### src/rtl/alu.sv
// 32-bit sequential ALU: two-word operand capture, single-cycle ops,
// iterative Booth multiply and non-restoring divide returning two words.
module alu #(
  parameter int WIDTH = 32
) (
  input  logic             clk,
  input  logic             rst_b,
  input  logic [3:0]       opcode,
  input  logic [WIDTH-1:0] ibus,
  output logic [WIDTH-1:0] obus,
  output logic             fin
);

  localparam int CW = $clog2(WIDTH);
  localparam int AW = WIDTH + 2;

  typedef enum logic [3:0] {
    OP_NOP = 4'b0000,
    OP_ADD = 4'b0011,
    OP_SUB = 4'b0100,
    OP_SHR = 4'b0101,
    OP_SHL = 4'b0110,
    OP_AND = 4'b0111,
    OP_OR  = 4'b1000,
    OP_NEG = 4'b1001,
    OP_MUL = 4'b1010,
    OP_DIV = 4'b1011
  } op_e;

  typedef enum logic [2:0] {
    S_IDLE,
    S_LOAD_Y,
    S_EXEC,
    S_ITER,
    S_OUT1
  } state_e;

  state_e           r_state;
  state_e           w_state_nxt;
  op_e              r_op;
  logic [WIDTH-1:0] r_x;
  logic [WIDTH-1:0] r_y;
  logic [WIDTH-1:0] r_q;
  logic [AW-1:0]    r_acc;
  logic             r_qm1;
  logic [CW-1:0]    r_cnt;

  logic             w_op_valid;
  logic             w_is_iter;
  logic             w_last;
  logic [WIDTH-1:0] w_exec;
  logic             w_x_neg;
  logic             w_y_neg;
  logic [WIDTH-1:0] w_x_mag;
  logic [WIDTH-1:0] w_y_mag;
  logic [AW-1:0]    w_m;
  logic [AW-1:0]    w_d;
  logic [AW-1:0]    w_booth_sum;
  logic [AW-1:0]    w_div_sh;
  logic [AW-1:0]    w_acc_nxt;
  logic [WIDTH-1:0] w_q_nxt;
  logic [WIDTH-1:0] w_rem_mag;
  logic [WIDTH-1:0] w_quot;
  logic [WIDTH-1:0] w_rem;

  assign w_op_valid = opcode inside {OP_ADD, OP_SUB, OP_SHR, OP_SHL, OP_AND,
                                     OP_OR, OP_NEG, OP_MUL, OP_DIV};
  assign w_is_iter  = (r_op == OP_MUL) || (r_op == OP_DIV);
  assign w_last     = (r_cnt == CW'(WIDTH - 1));
  assign w_x_neg    = r_x[WIDTH-1];
  assign w_y_neg    = r_y[WIDTH-1];
  assign w_x_mag    = w_x_neg ? -r_x : r_x;
  assign w_y_mag    = w_y_neg ? -r_y : r_y;

  // State register
  always_ff @(posedge clk) begin
    if (rst_b) r_state <= S_IDLE;
    else       r_state <= w_state_nxt;
  end

  // Next-state sequencing
  always_comb begin
    w_state_nxt = r_state;
    case (r_state)
      S_IDLE:   if (w_op_valid) w_state_nxt = S_LOAD_Y;
      S_LOAD_Y: w_state_nxt = w_is_iter ? S_ITER : S_EXEC;
      S_EXEC:   w_state_nxt = S_IDLE;
      S_ITER:   if (w_last) w_state_nxt = S_OUT1;
      S_OUT1:   w_state_nxt = S_IDLE;
      default:  w_state_nxt = S_IDLE;
    endcase
  end

  // Single-cycle result selection
  always_comb begin
    w_exec = '0;
    case (r_op)
      OP_ADD:  w_exec = r_x + r_y;
      OP_SUB:  w_exec = r_x - r_y;
      OP_SHR:  w_exec = $signed(r_x) >>> r_y[CW-1:0];
      OP_SHL:  w_exec = r_x << r_y[CW-1:0];
      OP_AND:  w_exec = r_x & r_y;
      OP_OR:   w_exec = r_x | r_y;
      OP_NEG:  w_exec = -r_x;
      default: w_exec = '0;
    endcase
  end

  // One Booth step or one non-restoring divide step, plus final divide correction
  always_comb begin
    w_m         = {{2{r_y[WIDTH-1]}}, r_y};
    w_d         = {2'b00, w_y_mag};
    w_booth_sum = r_acc;
    w_div_sh    = {r_acc[AW-2:0], r_q[WIDTH-1]};
    w_acc_nxt   = r_acc;
    w_q_nxt     = r_q;
    if (r_op == OP_MUL) begin
      case ({r_q[0], r_qm1})
        2'b01:   w_booth_sum = r_acc + w_m;
        2'b10:   w_booth_sum = r_acc - w_m;
        default: w_booth_sum = r_acc;
      endcase
      w_acc_nxt = {w_booth_sum[AW-1], w_booth_sum[AW-1:1]};
      w_q_nxt   = {w_booth_sum[0], r_q[WIDTH-1:1]};
    end else begin
      w_acc_nxt = r_acc[AW-1] ? (w_div_sh + w_d) : (w_div_sh - w_d);
      w_q_nxt   = {r_q[WIDTH-2:0], ~w_acc_nxt[AW-1]};
    end
    // Division runs on magnitudes; signs are restored here on the last step
    w_rem_mag = w_acc_nxt[AW-1] ? (w_acc_nxt[WIDTH-1:0] + w_y_mag) : w_acc_nxt[WIDTH-1:0];
    w_quot    = (w_x_neg ^ w_y_neg) ? -w_q_nxt : w_q_nxt;
    w_rem     = w_x_neg ? -w_rem_mag : w_rem_mag;
    if (r_y == '0) begin
      w_quot = '1;
      w_rem  = r_x;
    end
  end

  // Operand capture, iteration registers and registered outputs
  always_ff @(posedge clk) begin
    if (rst_b) begin
      r_op  <= OP_NOP;
      r_x   <= '0;
      r_y   <= '0;
      r_q   <= '0;
      r_acc <= '0;
      r_qm1 <= 1'b0;
      r_cnt <= '0;
      obus  <= '0;
      fin   <= 1'b0;
    end else begin
      case (r_state)
        S_IDLE: begin
          obus <= '0;
          fin  <= 1'b0;
          if (w_op_valid) begin
            r_op <= op_e'(opcode);
            r_x  <= ibus;
          end
        end
        S_LOAD_Y: begin
          r_y   <= ibus;
          r_acc <= '0;
          r_qm1 <= 1'b0;
          r_cnt <= '0;
          r_q   <= (r_op == OP_MUL) ? r_x : w_x_mag;
        end
        S_EXEC: begin
          obus <= w_exec;
          fin  <= 1'b1;
        end
        S_ITER: begin
          r_acc <= w_acc_nxt;
          r_q   <= w_q_nxt;
          r_qm1 <= r_q[0];
          r_cnt <= r_cnt + CW'(1);
          if (w_last) begin
            fin <= 1'b1;
            if (r_op == OP_MUL) begin
              obus <= w_q_nxt;
            end else begin
              obus  <= w_quot;
              r_acc <= {2'b00, w_rem};
            end
          end
        end
        S_OUT1: obus <= r_acc[WIDTH-1:0];
        default: ;
      endcase
    end
  end

endmodule

### config.mk
export PLATFORM = sky130hd
export DESIGN_NAME = alu
export DESIGN_NICKNAME = d
export VERILOG_FILES = /design/src/rtl/alu.sv
export SDC_FILE = /design/constraint.sdc
export NUM_CORES = 2
export LEC_CHECK = 0
export CAP_MARGIN = 20
export CELL_PAD_IN_SITES_DETAIL_PLACEMENT = 0
export CELL_PAD_IN_SITES_GLOBAL_PLACEMENT = 1
export CORE_UTILIZATION = 40
export CTS_CLUSTER_SIZE = 24
export DETAILED_ROUTE_END_ITERATION = 6
export PLACE_DENSITY = 0.7
export SYNTH_ARGS = -nofsm -noshare
export SYNTH_HDL_FRONTEND = slang
export SYNTH_SLANG_ARGS = --single-unit
### constraint.sdc
create_clock -name clk -period 11.9 [get_ports clk]
set_input_delay 1.19 -clock clk [delete_from_list [all_inputs] [get_ports clk]]
set_output_delay 1.19 -clock clk [all_outputs]
set_load 0.005 [all_outputs]
==> parameters.txt <==
Parameter                              Value

Outcome
  Status    completed

Placed design
  Half-perimeter wire length after detailed placement    91.19 mm
  Number of input and output port buffers inserted    70
  Pre-CTS worst setup slack    between 1.5 and 2 ns
  Cell Count Post-Placement    ~4500
  Routability congestion estimate    between 1 and 1.5

Job
  Max-capacitance violation count    0

Setup path
  Worst Setup Start Kind    flip-flop
  Endpoint required time on the critical path    12.28 ns
  Worst EP arrival    between 10 and 15 ns
  Highest net fanout along the worst path    32
  Gate family responsible for the most delay along the worst path    simple AND/OR/NAND/NOR gates
  Buffers & Inverters on Critical Path    2
  Crit path largest cell delay    0.62 ns
  R2R Path End    r_acc[30]
  Crit path capture type    flip-flop
  Number of cells on the worst reg-to-reg path    35
  Max stage delay cell, worst path    sky130_fd_sc_hd__mux2i_4
  Type of the worst setup path    flip-flop to flip-flop
  Startpoint of the most critical register-to-register path    r_y[0]
  Register-to-register setup slack    1.77 ns

Final layout
  Non-filler cells, final    between 4000 and 5000
  Area Overhead vs Synth    7.222%
  Fraction of layout instances using a drive strength above 1    6.345%
  Final core utilization    43.53%
  # nets final    3865
  Number of filler cells placed in the layout    ~7000

Logic synthesis
  Fraction of registers with async set or reset after synthesis    0%
  Portion of synthesized cell area occupied by the leading cell type    13.41%
  Post-synthesis instance area    0.02627 mm2
  Sequential cell area fraction in the yosys report    a little over an eighth
  Number of flops mapped to enable cells by yosys    0
  Dominant register cell in the synthesized netlist    sky130_fd_sc_hd__dfxtp_1
  Syn Inst Count    roughly 3800
  Dominant cell by count in the synthesized netlist    sky130_fd_sc_hd__nand2_1
  Syn_nets    4003
  Ranking of synthesized cells by instance count    476 x sky130_fd_sc_hd__nand2_1, 378 x sky130_fd_sc_hd__a21oi_1, 378 x sky130_fd_sc_hd__nor2_1
  Warning count from the yosys run    0
  Synthesis-stage register bit count    176
  Leading area contributor after synthesis    sky130_fd_sc_hd__dfxtp_1
  Count of distinct cell types in the synthesized netlist    about 100
  Main area contributors after synthesis    sky130_fd_sc_hd__dfxtp_1 13%, sky130_fd_sc_hd__a21oi_1 7.2%, sky130_fd_sc_hd__ha_1 7.1%, sky130_fd_sc_hd__nand2_1 6.8%, sky130_fd_sc_hd__xnor2_1 6.5%
  Synth Area per Inst    6.888 um2

Die
  # rows    between 90 and 100
  Height of the die    258.2 um
  Chip Width    258.2 um
  Starting utilization of the core area    40.60%
  I/O pin cnt    71
  Die Outline Area    0.06669 mm2
  Area of the core    0.06470 mm2

Power
  Ratio of total power to cell area    196.2 mW/mm2
  Maximum VDD drop    0.1333 mV
  P_leak    0.01105 uW
  Total design power    5525 uW

Clocking
  H-tree level count    4
  Latest clock arrival within the worst-skew pair    0.53 ns
  Library cell used as clock root buffer    sky130_fd_sc_hd__clkbuf_16
  Clock buffers created by TritonCTS    17
  Post-cts gate resize count    0
  Cts-stage hold buffer count    0
  Clock-pin slew on the worst setup and hold paths    0.09 ns
  Maximum root-to-sink buffer count    2
  Postcts setup bufs    0
  Clock tree from TritonCTS    yes
  Sinks on the clock net    176

STA
  Unrepaired setup endpoints after global routing    false
  Count of final setup violators    0
  Final worst-path cycle share    a little under nine tenths
  Final Hold Fails    0
  Max Slew Vio Count    0
  Max transition margin    23.50%
  Worst slew pin tran    about 1.1 ns
  Highest clock rate    98.72 MHz
  Largest clock skew in the final design    between 0.015 and 0.02 ns
  Fin worst setup slack    ~1.8 ns
  Minimum clock period after layout    10.13 ns
  Total Neg Setup Slack    0 ns

GRT
  Leftover overflow at the end of global routing    0
  Global-route wire length before repair    176.2 mm
  Number of antenna violations at the first check in global routing    2
  Global routing usage summed across all routing layers    between 30% and 40%
  Maximum number of pins on one net before global-route repair    96
  Via count of the first global-routing pass    26670

Routing
  Initial DRT Pass Iterations    7
  Detail-routed net length per standard cell    26.40 um
  Post-Route WL    120.0 mm
  Violation count after the first detailed-route iteration    about 3300
  Vias per cell    6.438
  Number of design rule violations left after detail routing    0
  DR vias    just under 30000
  Antenna violation net count after detailed routing    0

Worst hold path
  Hold crit path type    flip-flop to flip-flop
  Hold path startpoint    r_qm1
  Hold-critical path endpoint    r_qm1
  Number of cells on the worst hold path    2
per-layer routing:
layer | up-vias | global-route usage (%) | share of wire, %
li1 | 13660 | - | -
met2 | 1376 | 53.97 | 44
met4 | 0 | 15.29 | 4.3
met3 | 224 | 5.781 | 8.4
met5 | - | 0 | 0
met1 | 13990 | 47.97 | 44
cells by family (layout without fill, tap and decap cells):
| family | after synthesis | in the layout | synth area share [%] |
|---|---|---|---|
| AND/OR/NAND/NOR | 1359 | 1359 | 24.24 |
| AO/OA/AOI/OAI | 1249 | 1249 | 30.66 |
| buffers and inverters | 387 | 262 | 5.769 |
| XOR/XNOR | 302 | 302 | 10.07 |
| multiplexers | 188 | 188 | 8.489 |
| flip-flops | 176 | 176 | 13.41 |
| adder cells (fa/ha/maj) | 152 | 152 | 7.355 |
| other | 0 | 1 | 0 |
worst reg2reg max path, delay by kind of cell, from the launching register on:
family	cells	cell delay, ns
simple gates	18	4.86
buf+inv	2	0.47
mux	2	0.90
xor+xnor	3	0.67
fa+ha+maj	3	1.12
compound gates	7	1.58
flops	1	0.41
state kept, by name (all words and copies together), names as in the netlist:
signal / cells
obus: 32
r_qm1: 1
fin: 1
r_acc: 34
r_y: 32
r_state: 3
r_cnt: 5
r_op: 4
r_q: 32
r_x: 32
how the worst max path moves through the flow:
stage,end,from,slack (ns),depth (start not counted)
2_1_floorplan,r_acc[31],r_y[0],2.81,38
3_3_place_gp,r_acc[30],r_y[0],2.18,35
3_5_place_dp,r_acc[30],r_y[0],1.94,35
4_1_cts,r_acc[30],r_y[0],1.90,35
5_1_grt,r_acc[30],r_y[0],1.02,35
6_report,r_acc[30],r_y[0],1.77,35
placed cells by master, fill, tap and decap left out, types with 11 or more instances in the layout:
master | Yosys | routed
sky130_fd_sc_hd__clkbuf_16 | 0 | 17
sky130_fd_sc_hd__dfxtp_1 | 176 | 169
sky130_fd_sc_hd__and2_1 | 27 | 27
sky130_fd_sc_hd__mux2i_1 | 144 | 144
sky130_fd_sc_hd__a221oi_1 | 23 | 23
sky130_fd_sc_hd__o221ai_1 | 25 | 25
sky130_fd_sc_hd__a21oi_1 | 378 | 378
sky130_fd_sc_hd__or2_2 | 21 | 21
sky130_fd_sc_hd__clkdlybuf4s50_1 | 0 | 69
sky130_fd_sc_hd__nor3_1 | 90 | 88
sky130_fd_sc_hd__or4_1 | 13 | 13
sky130_fd_sc_hd__mux2_2 | 17 | 17
sky130_fd_sc_hd__nand2b_1 | 51 | 50
sky130_fd_sc_hd__mux4_2 | 25 | 25
sky130_fd_sc_hd__nand4_1 | 18 | 18
sky130_fd_sc_hd__nor2_1 | 378 | 373
sky130_fd_sc_hd__xor2_1 | 106 | 106
sky130_fd_sc_hd__a31oi_1 | 46 | 46
sky130_fd_sc_hd__a222oi_1 | 20 | 20
sky130_fd_sc_hd__nand3_1 | 83 | 83
sky130_fd_sc_hd__xnor2_1 | 196 | 196
sky130_fd_sc_hd__nor2b_1 | 29 | 28
sky130_fd_sc_hd__o21a_1 | 32 | 32
sky130_fd_sc_hd__a22oi_1 | 57 | 57
sky130_fd_sc_hd__nor4_1 | 22 | 22
sky130_fd_sc_hd__ha_1 | 148 | 147
sky130_fd_sc_hd__inv_1 | 75 | 75
sky130_fd_sc_hd__buf_4 | 0 | 77
sky130_fd_sc_hd__a311oi_1 | 11 | 11
sky130_fd_sc_hd__and3_1 | 45 | 45
sky130_fd_sc_hd__o21ai_0 | 233 | 232
sky130_fd_sc_hd__o31ai_1 | 22 | 22
sky130_fd_sc_hd__o21bai_1 | 12 | 12
sky130_fd_sc_hd__nand2_1 | 476 | 476
sky130_fd_sc_hd__o22ai_1 | 38 | 38
sky130_fd_sc_hd__o31a_1 | 15 | 15
sky130_fd_sc_hd__a211oi_1 | 50 | 50
sky130_fd_sc_hd__o211ai_1 | 76 | 76
sky130_fd_sc_hd__or3_1 | 48 | 47
sky130_fd_sc_hd__a21o_1 | 88 | 88
report_power, final:
group / internal [uW] / switching, uW / total, uW
registers: 629 / 105 / 734
logic: 1540 / 2620 / 4150
clock network: 290 / 346 / 636
metrics by stage:
step | cell area [um2] | hold WS (ns)
after floorplan | 26270 | 0.4319
after global placement | 27510 | 0.4412
after detailed placement | 27520 | 0.4490
after CTS | 28150 | 0.4589
after global routing | 28160 | 0.4892
final | 28160 | 0.4609
cell type report:
type / instances / area, um2 / area share (%)
flip-flops and latches: 176 / 3535 / 12.55
clock inverters: 15 / 202.7 / 0.7197
multi-input cells: 3250 / 21300 / 75.65
inverters: 80 / 300.3 / 1.066
diodes: 1 / 2.502 / 0.008886
clock buffers: 17 / 425.4 / 1.511
repair buffers: 150 / 1323 / 4.696
well taps: 855 / 1070 / 3.799
(Power assumes the default switching activity.)
